[src/rtl/cpu_ctrl_pkg.sv]
// Shared constants and types for the multi-cycle CPU control FSM: opcodes, ALU
// operation codes, FSM state encodings and the bundled control-output struct.
package cpu_ctrl_pkg;

    localparam int unsigned OPC_W = 6;
    localparam int unsigned ALU_W = 3;
    localparam int unsigned ST_W  = 4;

    localparam logic [OPC_W-1:0] OP_ADD   = 6'b000000;
    localparam logic [OPC_W-1:0] OP_SUB   = 6'b000001;
    localparam logic [OPC_W-1:0] OP_ADDIU = 6'b000010;
    localparam logic [OPC_W-1:0] OP_AND   = 6'b010000;
    localparam logic [OPC_W-1:0] OP_ANDI  = 6'b010001;
    localparam logic [OPC_W-1:0] OP_ORI   = 6'b010010;
    localparam logic [OPC_W-1:0] OP_SLL   = 6'b011000;
    localparam logic [OPC_W-1:0] OP_SW    = 6'b110000;
    localparam logic [OPC_W-1:0] OP_LW    = 6'b110001;
    localparam logic [OPC_W-1:0] OP_BEQ   = 6'b110100;
    localparam logic [OPC_W-1:0] OP_BNE   = 6'b110101;
    localparam logic [OPC_W-1:0] OP_J     = 6'b111000;
    localparam logic [OPC_W-1:0] OP_HALT  = 6'b111111;

    localparam logic [ALU_W-1:0] ALU_ADD = 3'b000;
    localparam logic [ALU_W-1:0] ALU_SUB = 3'b001;
    localparam logic [ALU_W-1:0] ALU_SLL = 3'b010;
    localparam logic [ALU_W-1:0] ALU_OR  = 3'b011;
    localparam logic [ALU_W-1:0] ALU_AND = 3'b100;

    localparam logic [ST_W-1:0] S_IF      = 4'd0;
    localparam logic [ST_W-1:0] S_ID      = 4'd1;
    localparam logic [ST_W-1:0] S_EXE_ALU = 4'd2;
    localparam logic [ST_W-1:0] S_WB_ALU  = 4'd3;
    localparam logic [ST_W-1:0] S_EXE_BR  = 4'd4;
    localparam logic [ST_W-1:0] S_EXE_MEM = 4'd5;
    localparam logic [ST_W-1:0] S_MEM     = 4'd6;
    localparam logic [ST_W-1:0] S_WB_LD   = 4'd7;
    localparam logic [ST_W-1:0] S_HALT    = 4'd8;

    typedef struct packed {
        logic             pc_wre;
        logic             ir_wre;
        logic             ins_mem_rw;
        logic             alu_src_a;
        logic             alu_src_b;
        logic             db_data_src;
        logic             reg_wre;
        logic             m_rd;
        logic             m_wr;
        logic             ext_sel;
        logic [1:0]       reg_dst;
        logic [1:0]       pc_src;
        logic [ALU_W-1:0] alu_op;
        logic             halted;
    } ctrl_t;

    function automatic logic [ALU_W-1:0] alu_op_of(input logic [OPC_W-1:0] op);
        case (op)
            OP_SUB, OP_BEQ, OP_BNE: return ALU_SUB;
            OP_AND, OP_ANDI:        return ALU_AND;
            OP_ORI:                 return ALU_OR;
            OP_SLL:                 return ALU_SLL;
            default:                return ALU_ADD;
        endcase
    endfunction

endpackage

[src/rtl/ctrl_decode.sv]
// Combinational decode of (state, opcode, zero) into datapath controls and the next FSM state.
module ctrl_decode
    import cpu_ctrl_pkg::*;
(
    input  logic [ST_W-1:0]  state,
    input  logic [OPC_W-1:0] opcode,
    input  logic             zero,
    output ctrl_t            ctrl,
    output logic [ST_W-1:0]  state_nxt
);

    logic is_rtype, is_alui, is_mem, is_br, taken;

    always_comb begin
        is_rtype = opcode inside {OP_ADD, OP_SUB, OP_AND, OP_SLL};
        is_alui  = opcode inside {OP_ADDIU, OP_ANDI, OP_ORI};
        is_mem   = opcode inside {OP_SW, OP_LW};
        is_br    = opcode inside {OP_BEQ, OP_BNE};
        taken    = ((opcode == OP_BEQ) && zero) || ((opcode == OP_BNE) && !zero);

        ctrl      = '0;
        state_nxt = S_IF;

        // Selects are held constant from ID to the final state so writes never see a glitch.
        if (state != S_IF && state != S_HALT) begin
            ctrl.alu_src_a   = (opcode == OP_SLL);
            ctrl.alu_src_b   = is_alui || is_mem;
            ctrl.ext_sel     = !(opcode inside {OP_ANDI, OP_ORI});
            ctrl.reg_dst     = is_rtype ? 2'b01 : 2'b00;
            ctrl.alu_op      = alu_op_of(opcode);
            ctrl.db_data_src = (opcode == OP_LW);
        end

        case (state)
            S_IF: begin
                ctrl.ir_wre     = 1'b1;
                ctrl.ins_mem_rw = 1'b1;
                state_nxt       = S_ID;
            end
            S_ID: begin
                if (opcode == OP_J) begin
                    ctrl.pc_wre = 1'b1;
                    ctrl.pc_src = 2'b10;
                end else if (opcode == OP_HALT) begin
                    state_nxt = S_HALT;
                end else if (is_br) begin
                    state_nxt = S_EXE_BR;
                end else if (is_mem) begin
                    state_nxt = S_EXE_MEM;
                end else if (is_rtype || is_alui) begin
                    state_nxt = S_EXE_ALU;
                end else begin
                    ctrl.pc_wre = 1'b1;
                end
            end
            S_EXE_ALU: state_nxt = S_WB_ALU;
            S_WB_ALU: begin
                ctrl.reg_wre = 1'b1;
                ctrl.pc_wre  = 1'b1;
            end
            S_EXE_BR: begin
                ctrl.pc_wre = 1'b1;
                ctrl.pc_src = taken ? 2'b01 : 2'b00;
            end
            S_EXE_MEM: state_nxt = S_MEM;
            S_MEM: begin
                if (opcode == OP_LW) begin
                    ctrl.m_rd = 1'b1;
                    state_nxt = S_WB_LD;
                end else begin
                    ctrl.m_wr   = (opcode == OP_SW);
                    ctrl.pc_wre = 1'b1;
                end
            end
            S_WB_LD: begin
                ctrl.reg_wre = 1'b1;
                ctrl.pc_wre  = 1'b1;
            end
            S_HALT: begin
                ctrl.halted = 1'b1;
                state_nxt   = S_HALT;
            end
            default: state_nxt = S_IF;
        endcase
    end

endmodule

[src/rtl/multi_cycle_control.sv]
// Multi-cycle CPU control FSM: state register plus an optional retired-instruction
// counter, built only when PERF_CNT_EN is defined.
module multi_cycle_control
    import cpu_ctrl_pkg::*;
#(
    parameter int unsigned OPCODE_W = 6,
    parameter int unsigned ALUOP_W  = 3,
    parameter int unsigned CNT_W    = 32
) (
    input  logic                CLK,
    input  logic                Reset,
    input  logic [OPCODE_W-1:0] Opcode,
    input  logic                zero,
    output logic                PCWre,
    output logic                IRWre,
    output logic                InsMemRW,
    output logic                ALUSrcA,
    output logic                ALUSrcB,
    output logic                DBDataSrc,
    output logic                RegWre,
    output logic                mRD,
    output logic                mWR,
    output logic                ExtSel,
    output logic [1:0]          RegDst,
    output logic [1:0]          PCSrc,
    output logic [ALUOP_W-1:0]  ALUOp,
    output logic [3:0]          state,
    output logic                halted,
    output logic [CNT_W-1:0]    instr_retired
);

    logic [ST_W-1:0] state_q, state_d;
    ctrl_t           ctrl;

    ctrl_decode u_decode (
        .state     (state_q),
        .opcode    (Opcode),
        .zero      (zero),
        .ctrl      (ctrl),
        .state_nxt (state_d)
    );

    always_ff @(posedge CLK or negedge Reset) begin
        if (!Reset) state_q <= S_IF;
        else        state_q <= state_d;
    end

    assign PCWre     = ctrl.pc_wre;
    assign IRWre     = ctrl.ir_wre;
    assign InsMemRW  = ctrl.ins_mem_rw;
    assign ALUSrcA   = ctrl.alu_src_a;
    assign ALUSrcB   = ctrl.alu_src_b;
    assign DBDataSrc = ctrl.db_data_src;
    assign RegWre    = ctrl.reg_wre;
    assign mRD       = ctrl.m_rd;
    assign mWR       = ctrl.m_wr;
    assign ExtSel    = ctrl.ext_sel;
    assign RegDst    = ctrl.reg_dst;
    assign PCSrc     = ctrl.pc_src;
    assign ALUOp     = ctrl.alu_op;
    assign state     = state_q;
    assign halted    = ctrl.halted;

`ifdef PERF_CNT_EN
    logic [CNT_W-1:0] cnt_q, cnt_d;

    always_comb cnt_d = cnt_q + {{(CNT_W-1){1'b0}}, ctrl.pc_wre};

    always_ff @(posedge CLK or negedge Reset) begin
        if (!Reset) cnt_q <= '0;
        else        cnt_q <= cnt_d;
    end

    assign instr_retired = cnt_q;
`else
    assign instr_retired = '0;
`endif

endmodule

[config.mk]
export PLATFORM = sky130hd
export DESIGN_NAME = multi_cycle_control
export DESIGN_NICKNAME = d
export VERILOG_FILES = /design/src/rtl/cpu_ctrl_pkg.sv /design/src/rtl/ctrl_decode.sv /design/src/rtl/multi_cycle_control.sv
export SDC_FILE = /design/constraint.sdc
export NUM_CORES = 1
export LEC_CHECK = 0
export CAP_MARGIN = 15
export CELL_PAD_IN_SITES_DETAIL_PLACEMENT = 1
export CELL_PAD_IN_SITES_GLOBAL_PLACEMENT = 2
export CORE_UTILIZATION = 17
export DETAILED_ROUTE_END_ITERATION = 10
export GPL_TIMING_DRIVEN = 0
export PLACE_DENSITY = 0.95
export SYNTH_ARGS = -nofsm -noshare
export SYNTH_HDL_FRONTEND = slang
export SYNTH_SLANG_ARGS = --single-unit
[constraint.sdc]
create_clock -name CLK -period 5.2 [get_ports CLK]
set_clock_uncertainty 0.1 [all_clocks]
set_input_delay 1.3 -clock CLK [delete_from_list [all_inputs] [get_ports CLK]]
set_output_delay 1.3 -clock CLK [all_outputs]
set_load 0.05 [all_outputs]
==> flow_summary.ini, run 1 <==
[outcome]
outcome = complete, no violations

[logic_synthesis]
seq_area_frac_synth_pct = 12.1
syn_inst = 119
syn_area_um2 = 826
synth_top_family_by_area = buffers and inverters
syn_area_per_cell_um2 = 6.94
muxShareOfSynthArea_pct = 0
synthSimpleGateAreaFrac_pct = 36.1
yosys.cell_types.count = 36
synth_seq_cells = 4
synth_top_flop_cell = dfrtp_1
yosys.area_share.adder_pct = 0
synth_compound_area_share_pct = 11.1
yosysWarnings = 0
synth_edf_count = 0
synth-async-reset-ratio_pct = 100
synth_xor_area_share_pct = 3.18

[timing]
setup_violations = 0
max_freq_mhz = 201
fin_crit_ns = 4.98
drv_slew = 0
fin_setup_tns_ns = 0
period_share_pct = 95.7
slew_headroom_pct = 66.0
worst_slew_pin_slew_ns = 0.509
hold_viol_final = 0
rsz0062_at_grt = false
finalWorstSetupSlack_ns = 0.221

[critical_path]
cpMostUsedCell = clkdlybuf4s50_1
cp_data_required_time_ns = 3.80
worstPathArrival_ns = 3.58
path_max_fanout = 7
timing.rr.start = state[1]
critPathSlowestCell = clkdlybuf4s50_1
path_cells = clkdlybuf4s50_1 -> or4b_1 -> a21oi_1 -> a31oi_1 -> nor3_1 -> clkdlybuf4s50_1
reg2reg_to = state[2]
worst-path-buf-inv = 2
cp-end-kind = output pin
cp_top_family = buffers and inverters
critPathLaunchType = primary input
r2r_slack_ns = 3.57
max_stage_delay_ns = 0.83
r2r_cells = 4
critPathKind = in -> out

[min_path]
hold_class = reg -> reg
min_path_cells = 2
hold_start = state[3]
min_to = state[3]

[floorplan]
ioPinCount = 63
die_w_um = 71.7
rows = 24
initial_core_util_pct = 18.3
dieArea_mm2 = 0.00514
die_h_um = 71.7
core_area_mm2 = 0.00450

[clock_network]
clk_pin_slew_worst_paths_ns = 0.03
root_buffer = clkbuf_8
clock_sinks = 4
cts_buffers = 3
cts_post_setup_buffers_inserted = 0
cts_resized = 0
h-tree-depth = 1
clk_path_buf_depth = 2
clk_latency_ns = 0.21
hold_buffers = 0
tritoncts = done

[place]
place_congestion = 0.742
hpwl_um = 1970
numPortBuffers = 26
dp_slack_ns = 0.0561
dp_cells = 229

[routing]
dr.first_iter.drc_count = 35
ant_nets = 0
routed-via-count = 888
post-route-drc-count = 0
dr.pass1.iters = 2
post_drt_via_cell_ratio = 3.83
routed_wl_um = 2400
wl_per_cell_um = 10.3

[power]
p_leak_nw = 0.660
ir_drop_mv = 0.124
power_density_mw_per_mm2 = 386

[global_routing]
grt_pass1_wl_um = 3800
grt-ovfl-total = 0
grt_use_total_pct = 9.12
antenna_found_initial = 0
grt_pass1_vias = 850
grt_max_degree = 11

[cells_and_area]
final_common_cell = buf_4
final_cell_mix = 34 x buf_4, 33 x conb_1, 24 x clkdlybuf4s50_1
layout-drive-gt1-share_pct = 25.0
area_growth_pct = 59.5
nNetsFinal = 191
antenna_cells = 0
largest_reg_flops = 4
stdcell_count = 232

[job]
maxCapViolations = 0
==> per-stage QoR <==
| step | utilization, % | area [µm²] | hold WS, ns | total power [mW] |
|---|---|---|---|---|
| finish | 29.3 | 1320 | 0.548 | 0.509 |
| global placement | 28.2 | 1270 | 0.552 | 0.445 |
| CTS | 29.1 | 1310 | 0.566 | 0.515 |
| detailed placement | 28.2 | 1270 | 0.550 | 0.448 |
| floorplan | - | 946 | 0.723 | 0.344 |
| global route | 29.3 | 1320 | 0.604 | 0.539 |
==> tightest hold or removal path: cells and delay by family, from the launching register on <==
kind / cells / cell delay (ns)
DFF: 1 / 0.43
AOI/OAI and AO/OA: 1 / 0.08
and+or+nand+nor: 1 / 0.09
==> cell usage after synthesis, drive strengths merged, types with 2 or more instances <==
library cell   n  area (µm²)
nand2          9        33.8
nor2          16        60.1
a31oi          2        12.5
nor3           7        35.0
nand3          7        35.0
or2            2        15.0
a21oi          3        15.0
xor2           2        17.5
buf           38         288
or3            3        18.8
clkbuf         2        7.51
dfrtp          4         100
or4b           2        20.0
inv            3        11.3
nor4           2        18.8
==> area by class of cell <==
| class | count | area, µm² |
|---|---|---|
| Fill cell | 587 | 3190 |
| Multi-Input combinational cell | 104 | 539 |
| Buffer | 40 | 295 |
| Timing Repair Buffer | 26 | 265 |
| Sequential cell | 4 | 100 |
| Tap cell | 52 | 65.1 |
| Clock buffer | 3 | 41.3 |
| Inverter | 3 | 11.3 |
==> worst max path at each step <==
stage | start | end | slack [ns] | depth (start not counted)
6_report | Opcode[2] | ALUOp[0] | 0.22 | 6
4_1_cts | Opcode[1] | PCWre | 0.04 | 7
5_1_grt | Opcode[4] | ALUOp[0] | 0.12 | 6
3_3_place_gp | Opcode[1] | PCWre | 0.07 | 7
3_5_place_dp | Opcode[1] | PCWre | 0.06 | 7
2_1_floorplan | Opcode[5] | PCWre | 0.09 | 5
==> report_power, final <==
group | switching (mW) | internal, mW | total (mW) | leakage, nW
Combinational | 0.270 | 0.124 | 0.395 | 0.586
Sequential | 0.0119 | 0.0397 | 0.0516 | 0.0529
Clock | 0.0133 | 0.0491 | 0.0624 | 0.0216
==> cells by family (layout without fill, tap and decap cells) <==
logic type             after synthesis  count (layout)
AO/OA/AOI/OAI                       12              12
AND/OR/NAND/NOR                     56              56
other                                1              33
buffers and inverters               43              72
XOR/XNOR                             3               3
flip-flops                           4               4
==> per-layer routing <==
metal | up-vias | GRT usage, % | wire length, µm
li1 | 461 | - | -
met3 | 2 | 1.41 | 159
met5 | - | 0 | 0
met4 | 0 | 3.92 | 0
met2 | 33 | 15.9 | 1190
met1 | 392 | 11.1 | 1050
No activity file was read; power rests on OpenSTA's default activity.
==> inputs of run 2 (changes only) <==
--- a/config.mk
+++ b/config.mk
@@ -5,7 +5,6 @@
 export SDC_FILE = /design/constraint.sdc
 export NUM_CORES = 1
 export LEC_CHECK = 0
-export CAP_MARGIN = 15
 export CELL_PAD_IN_SITES_DETAIL_PLACEMENT = 1
 export CELL_PAD_IN_SITES_GLOBAL_PLACEMENT = 2
 export CORE_UTILIZATION = 17
==> results of run 2 <==
No change in the layout: final DEF, timing and power equal those of run 1.
